`src/rtl/out_port_pkg.sv`:
```
// Shared constants and width helpers for the output-port buffer.
package out_port_pkg;

  localparam int OUT_PORT_WIDTH = 32;
  localparam int OUT_PORT_DEPTH = 4;

  // Occupancy needs one extra bit so that a full FIFO (count == DEPTH) is representable.
  function automatic int count_w(input int depth);
    return $clog2(depth) + 1;
  endfunction

  typedef logic [$clog2(OUT_PORT_DEPTH):0] count_t;

endpackage

```
`src/rtl/out_port_fifo.sv`:
```
// Small power-of-two FIFO with separate occupancy counter.
// A write while full is accepted only when a pop happens in the same cycle.
module out_port_fifo
  import out_port_pkg::*;
#(
  parameter int WIDTH = OUT_PORT_WIDTH,
  parameter int DEPTH = OUT_PORT_DEPTH
) (
  input  logic                      clk,
  input  logic                      clr,
  input  logic                      wr,
  input  logic                      rd,
  input  logic [WIDTH-1:0]          wdata,
  output logic [WIDTH-1:0]          rdata,
  output logic [count_w(DEPTH)-1:0] count,
  output logic                      full,
  output logic                      empty,
  output logic                      accepted,
  output logic                      dropped
);

  localparam int PTR_W = $clog2(DEPTH);
  localparam int CNT_W = count_w(DEPTH);

  logic [WIDTH-1:0] mem [DEPTH];
  logic [PTR_W-1:0] wptr;
  logic [PTR_W-1:0] rptr;
  logic             rd_ok;

  assign full     = (count == CNT_W'(DEPTH));
  assign empty    = (count == '0);
  assign rd_ok    = rd & ~empty;
  assign accepted = wr & (~full | rd_ok);
  assign dropped  = wr & full & ~rd_ok;
  assign rdata    = mem[rptr];

  always_ff @(posedge clk) begin
    if (!clr && accepted) begin
      mem[wptr] <= wdata;
    end
  end

  always_ff @(posedge clk) begin
    if (clr) begin
      wptr  <= '0;
      rptr  <= '0;
      count <= '0;
    end else begin
      if (accepted) wptr <= wptr + PTR_W'(1);
      if (rd_ok)    rptr <= rptr + PTR_W'(1);
      case ({accepted, rd_ok})
        2'b10:   count <= count + CNT_W'(1);
        2'b01:   count <= count - CNT_W'(1);
        default: count <= count;
      endcase
    end
  end

endmodule

```
`src/rtl/out_port_buffer.sv`:
```
// Output-port stage: edge-detected datapath strobe into a FIFO drained over valid/ready.
// Define OUT_PORT_PARITY_EN to carry an even-parity bit alongside each word (ext_parity).
module out_port_buffer
  import out_port_pkg::*;
#(
  parameter int WIDTH = OUT_PORT_WIDTH,
  parameter int DEPTH = OUT_PORT_DEPTH
) (
  input  logic                      clk,
  input  logic                      clr,
  input  logic                      out_port_enable,
  input  logic [WIDTH-1:0]          bus_data,
  output logic [WIDTH-1:0]          out_port_data_out,
  output logic [WIDTH-1:0]          ext_data,
  output logic                      ext_valid,
  input  logic                      ext_ready,
  output logic [count_w(DEPTH)-1:0] count,
  output logic                      full,
  output logic                      overflow
`ifdef OUT_PORT_PARITY_EN
  ,
  output logic                      ext_parity
`endif
);

`ifdef OUT_PORT_PARITY_EN
  localparam int STORE_W = WIDTH + 1;
`else
  localparam int STORE_W = WIDTH;
`endif

  logic               en_q;
  logic               wr;
  logic               rd;
  logic               empty;
  logic               accepted;
  logic               dropped;
  logic [STORE_W-1:0] store_in;
  logic [STORE_W-1:0] store_out;

  // One write per strobe assertion, however long the datapath holds it.
  assign wr = out_port_enable & ~en_q;
  assign rd = ext_valid & ext_ready;

`ifdef OUT_PORT_PARITY_EN
  assign store_in   = {^bus_data, bus_data};
  assign ext_data   = store_out[WIDTH-1:0];
  assign ext_parity = store_out[WIDTH] & ext_valid;
`else
  assign store_in   = bus_data;
  assign ext_data   = store_out;
`endif

  assign ext_valid = ~empty;

  out_port_fifo #(
    .WIDTH (STORE_W),
    .DEPTH (DEPTH)
  ) u_fifo (
    .clk      (clk),
    .clr      (clr),
    .wr       (wr),
    .rd       (rd),
    .wdata    (store_in),
    .rdata    (store_out),
    .count    (count),
    .full     (full),
    .empty    (empty),
    .accepted (accepted),
    .dropped  (dropped)
  );

  always_ff @(posedge clk) begin
    if (clr) begin
      en_q              <= 1'b0;
      out_port_data_out <= '0;
      overflow          <= 1'b0;
    end else begin
      en_q <= out_port_enable;
      if (accepted) out_port_data_out <= bus_data;
      if (dropped)  overflow <= 1'b1;
    end
  end

endmodule

```
`config.mk`:
```
export PLATFORM = sky130hd
export DESIGN_NAME = out_port_buffer
export DESIGN_NICKNAME = d
export VERILOG_FILES = /design/src/rtl/out_port_pkg.sv /design/src/rtl/out_port_fifo.sv /design/src/rtl/out_port_buffer.sv
export SDC_FILE = /design/constraint.sdc
export NUM_CORES = 1
export LEC_CHECK = 0
export CAP_MARGIN = 25
export CORE_ASPECT_RATIO = 2
export CORE_MARGIN = 5
export CORE_UTILIZATION = 55
export CTS_BUF_LIST = sky130_fd_sc_hd__clkbuf_4 sky130_fd_sc_hd__clkbuf_8
export DETAILED_ROUTE_END_ITERATION = 8
export DONT_BUFFER_PORTS = 1
export GPL_TIMING_DRIVEN = 0
export PLACE_DENSITY = 0.7
export SLEW_MARGIN = 5
export SYNTH_ARGS = -nofsm -noshare
export SYNTH_HDL_FRONTEND = slang
export SYNTH_SLANG_ARGS = --single-unit
```
`constraint.sdc`:
```
create_clock -name clk -period 2.4 [get_ports clk]
set_input_delay 0.48 -clock clk [delete_from_list [all_inputs] [get_ports clk]]
set_output_delay 0.48 -clock clk [all_outputs]
set_load 0.01 [all_outputs]
```
==> metrics, run 1 <==
count of final hold-check violations=0; Final Slew Violations=0; Int Pwr=4677 uW; Final WS setup=0.1861 ns; H-tree level count=4; clock network power share=34.7%; register area share after synthesis=74.37%; Power Density=871.8 nW/um^2; DP HPWL=8.558 mm; Synth cell types=33; Initial DRT Pass Iterations=4; DR WL/cell=22.03 um; CTS Hold Buffers Added=0; DRC viols=0; synthesized area=6326 um^2; crit end category=primary output; Seq pwr share=54.5%; grt ovf=0; syn_nets=416; Syn Area/Cell=16.87 um^2; Post-synth EDFFs=128; post-CTS setup buffer count=0; Chip Width=85.84 um; Net Switching=1485 uW; clock skew=0.008710 ns; CTS clk-pin slew, worst paths=0.09 ns; fmax=451.7 MHz; Antenna Cells=0; worst rel slew slack=55.07%; RSZ-0062 raised after global routing=no; critical path required time=1.92 ns; worst vdd ir=0.7170 mV; Final setup viols=0; largest net degree at the start of global routing=30; Synth Register Bits=171; GRT Util Overall=18.87%; Cell Area, Placed=6611 um^2; area grow syn2layout=11.73%; vias in the first global route=3442; crit-path max FO=10; hold crit path type=in2reg; Pleak=0.002314 uW; Sink Count=171; initial core utilization=56.05%; first-pass GRT wire length=19.06 mm; hold depth=0; Worst Setup Start Kind=flip-flop; CTS tree=yes; Final period util=92.24%; final cell count without fillers=553; Nets=439; IO Count=106; post-route ant nets=0; gpl congestion=0.7126; Max Root-Sink Buffers=2; Gate power share=10.8%; antenna violations before repair=0; die area=13880 um^2; Iteration-0 DRC Markers=168; height of the die=161.7 um; dpl ws=0.2541 ns; routed vias=3150; Sw Ratio=24.10%; Crit Path Class=reg2out; root buffer cell=clkbuf_8; dpl cells=521; Synth Instances=375; async set-or-reset flop fraction in the synthesized netlist=0%; worst-skew pair later-pin latency=0.44 ns; CTS buffer count=17; Ys Warns=0; vias per cell=5.696; Final Cell Area=7068 um^2; worst path arrival time=1.73 ns; PortBufs=0; Reg2Reg Depth=7; maxcap violations=0; Cell Rows=55; Tmin final=2.214 ns; PnR Total Power=6162 uW; status=complete, no violations; share of layout cells above drive strength 1=22.63%; worst slew pin tran=0.6740 ns; Synth Flop Type=edfxtp_1; area of the core=11290 um^2; final wirelength=12.18 mm; R2R setup slack=0.25 ns
registers in the layout, summed over array words and instances, names as in the netlist, named ones only:
register	cells
u_fifo.wptr	2
out_port_data_out	32
overflow	1
u_fifo.rptr	2
en_q	1
u_fifo.count	3
u_fifo.mem	128
cell type report:
class	instances	area [um^2]
plain buffers	21	145.1
clock buffers	19	255.2
clock inverters	13	178.9
fillers	805	4218
inverters	6	22.52
multi-input cells	177	1481
flip-flops and latches	171	4705
well taps	142	177.7
repair buffers	4	102.6
per-layer routing:
| metal | global-route usage [%] | routed length [um] | up-vias |
|---|---|---|---|
| li1 | - | - | 1450 |
| met1 | 19.88 | 4160 | 1586 |
| met2 | 34.49 | 7087 | 101 |
| met3 | 6.751 | 796 | 13 |
| met4 | 5.836 | 138 | 0 |
| met5 | 0 | 0 | - |
synth_stat cells, types with 5 or more instances:
| library cell | n | area [um^2] |
|---|---|---|
| buf_2 | 8 | 40.04 |
| inv_1 | 5 | 18.77 |
| nor2_1 | 7 | 26.28 |
| edfxtp_1 | 128 | 3844 |
| mux4_2 | 32 | 720.7 |
| a21oi_1 | 34 | 170.2 |
| nand2_1 | 70 | 262.8 |
| dfxtp_1 | 43 | 860.8 |
| clkbuf_1 | 5 | 18.77 |
stage by stage:
stage	TNS, ns	utilization (%)	hold slack, ns
final	0	62.63	0.1262
after global routing	0	62.63	0.07223
after CTS	0	62.52	0.1005
after detailed placement	0	58.58	0.4949
after global placement	-54.48	57.63	0.4812
after floorplan	0	-	0.4692
power groups by stage:
| stage | combinational (uW) | sequential, uW | clock (uW) |
|---|---|---|---|
| after detailed placement | 666 | 3430 | 0 |
| after global routing | 730 | 3370 | 2320 |
| final | 664 | 3360 | 2140 |
| after floorplan | 514 | 3410 | 0 |
| after CTS | 676 | 3360 | 2180 |
| after global placement | 632 | 3430 | 0 |
critical path: stages, from the launching register on:
cell and delay (ns):
dfxtp_1 0.31, buf_2 0.19, buf_6 0.21, mux4_2 0.58
layout by cell type, fill, tap and decap left out, drive strengths merged, types with 2 or more instances in the layout:
cell type	n
a21o	2
and3	4
a31oi	2
nor2	8
a21oi	34
clkinv	3
xor2	2
buf	19
inv	12
xnor2	2
dfxtp	43
ha	4
nand2	70
or3	2
bufinv	3
o21ai	2
nand3	4
edfxtp	128
clkbuf	25
mux4	32
worst paths after layout:
kind                              from              endpoint
setup / recovery             flip-flop           ext_data[7]
hold / removal             bus_data[9]      u_fifo.mem[2][9]
setup reg to reg       u_fifo.count[2]       u_fifo.count[2]
hold reg to reg   out_port_data_out[6]  out_port_data_out[6]
timing repair:
action | in CTS | in global routing
setup endpoints to repair | 29 | 16
hold endpoints to repair | 0 | 0
pin swaps | 0 | 0
gates resized for setup | 5 | 4
logic make-up after synthesis:
kind of cell	count (synthesis)	share of synthesized area, %
compound gates	43	3.916
mux	33	11.55
xor+xnor	4	0.5539
simple gates	92	6.210
flops	171	74.37
fa+ha+maj	5	1.108
buf+inv	27	2.294
Note: power is estimated with default switching activity, not from simulation.
==> inputs of run 2 (changes only) <==
--- a/config.mk
+++ b/config.mk
@@ -10,11 +10,11 @@
 export CORE_MARGIN = 5
 export CORE_UTILIZATION = 55
 export CTS_BUF_LIST = sky130_fd_sc_hd__clkbuf_4 sky130_fd_sc_hd__clkbuf_8
+export CTS_CLUSTER_SIZE = 8
 export DETAILED_ROUTE_END_ITERATION = 8
 export DONT_BUFFER_PORTS = 1
 export GPL_TIMING_DRIVEN = 0
-export PLACE_DENSITY = 0.7
-export SLEW_MARGIN = 5
+export PLACE_DENSITY = 0.73
 export SYNTH_ARGS = -nofsm -noshare
 export SYNTH_HDL_FRONTEND = slang
 export SYNTH_SLANG_ARGS = --single-unit
==> constraint.sdc (replaced) <==
create_clock -name clk -period 1.81 [get_ports clk]
set_input_delay 0.362 -clock clk [delete_from_list [all_inputs] [get_ports clk]]
set_output_delay 0.362 -clock clk [all_outputs]
set_load 0.01 [all_outputs]
==> run 2 against run 1 <==
  * The flow now finishes with violations (negative setup slack)
  * Register-to-register slack lost 0.26 ns
  * Sequential power increased by 33%
  * Global-route usage grew 2.1 points
  * Largest power group unchanged
  * Critical path depth is the same
==> metrics, run 2 (synthesis results as in run 1) <==
status=finished, violations left; failing checks=negative setup slack; Nets=480; Largest register FFs=128; DP HPWL=8.082 mm; Reg2Reg Depth=7; antenna violations before repair=0; crit end category=primary output; biggest regs=u_fifo.mem (128), out_port_data_out (32), u_fifo.count (3); IO Count=106; RSZ-0062 raised after global routing=yes; commonest cells after routing, fill and taps aside=edfxtp_1 (128), nand2_1 (70), dfxtp_1 (39), a21oi_1 (34); Tmin final=1.994 ns; Worst Setup Start Kind=flip-flop; worst slew pin tran=0.5997 ns; area of the core=11290 um^2; Cell Rows=55; grt ovf=0; gpl congestion=0.7481; DRC viols=0; setup tns final=-5.162 ns; area grow syn2layout=18.45%; H-tree level count=4; Final Slew Violations=0; Worst path slowest cell=mux4_2; vias in the first global route=3762; largest net degree at the start of global routing=17; CP max stage delay=0.55 ns; crit path cell chain=buf_12 -> clkbuf_16 -> mux4_2; hold depth=2; DR WL/cell=22.96 um; fmax=501.4 MHz; vias per cell=5.798; worst vdd ir=0.7328 mV; Final period util=110.2%; Pleak=0.002467 uW; post-route ant nets=0; initial core utilization=56.05%; maxcap violations=0; first-pass GRT wire length=20.89 mm; Chip Width=85.84 um; routed vias=3444; worst path arrival time=1.63 ns; final wirelength=13.64 mm; crit-path max FO=7; Initial DRT Pass Iterations=4; CTS buffer count=17; worst hold margin=0.05209 ns; die area=13880 um^2; GRT Util Overall=20.96%; largest reg by FF count=u_fifo.mem; Power Density=1094 nW/um^2; clock skew=0.01141 ns; share of layout cells above drive strength 1=23.67%; Iteration-0 DRC Markers=324; CTS tree=yes; Sink Count=171; Final WS setup=-0.1842 ns; CTS clk-pin slew, worst paths=0.09 ns; worst rel slew slack=60.02%; PortBufs=0; Crit Path Class=reg2out; height of the die=161.7 um; hold crit path type=in2reg; Final setup viols=33; Util after Layout=66.40%; root buffer cell=clkbuf_8; dpl cells=517; Max Root-Sink Buffers=2; Antenna Cells=0; final cell count without fillers=594; critical path required time=1.45 ns; commonest non-fill, non-tap cell in the layout=edfxtp_1; worst-skew pair later-pin latency=0.44 ns; count of final hold-check violations=0
run 2: cell types whose count changed in the layout (fill, tap and decap cells not counted), moves of 3 or more:
cell / delta
and3_2: -4
and3_4: +8
buf_12: +3
buf_4: +6
clkinvlp_4: +3
dfxtp_1: -4
dfxtp_4: +3
dlygate4sd3_1: +32
run 2: through the flow:
stage | area, um^2 | power (uW) | setup WS [ns]
CTS | 7431 | 8215 | -0.2357
global placement | 6521 | 5390 | -0.2894
finish | 7493 | 8201 | -0.1842
floorplan | 6344 | 5213 | 0.006930
global route | 7493 | 8566 | -0.2628
detailed placement | 6521 | 5416 | -0.2913
run 2: worst max-delay path, delay by kind of cell, from the launching register on:
kind | cells | cell delay [ns]
flip-flops | 1 | 0.35
buffers and inverters | 2 | 0.31
multiplexers | 1 | 0.55
run 2: path summary, 6_finish.rpt:
kind,start,end,slack (ns)
worst min register to register,out_port_data_out[4],out_port_data_out[4],0.51
worst min-delay path,bus_data[16],out_port_data_out[16],0.05
worst max-delay path,flip-flop,ext_data[1],-0.18
worst max register to register,u_fifo.count[2],u_fifo.count[2],-0.01
run 2: per-layer routing:
metal | part of all wire [%] | vias to the layer above | wire length (um) | global-route usage [%]
met2 | 57 | 138 | 7830 | 37.96
met5 | 0 | - | 0 | 0
met3 | 6.0 | 35 | 812 | 5.685
met1 | 32 | 1720 | 4374 | 21.11
met4 | 4.5 | 0 | 620 | 11.74
li1 | - | 1551 | - | -
run 2: power by group:
part	total [uW]	internal, uW	switching [uW]
registers	4470	4360	110
clock network	2580	1270	1310
logic	1160	576	579
total	8200	6200	2000
run 2: area by class of cell:
type	count	area, um^2
clock buffers	19	249.0
well taps	142	177.7
repair buffers	41	442.9
plain buffers	21	192.7
multi-input cells	181	1549
clock inverters	13	142.6
flip-flops and latches	171	4717
inverters	6	22.52
fillers	825	3792
run 2: repair_timing:
item / 4_1_cts / 5_1_grt
buffers inserted: 5 / 1
endpoints found under the hold margin: 128 / 0
gates resized for setup: 32 / 1
pin swaps: 8 / 4
hold buffers: 32 / 0
endpoints found under the setup margin: 161 / 33
cloned: 5 / 2
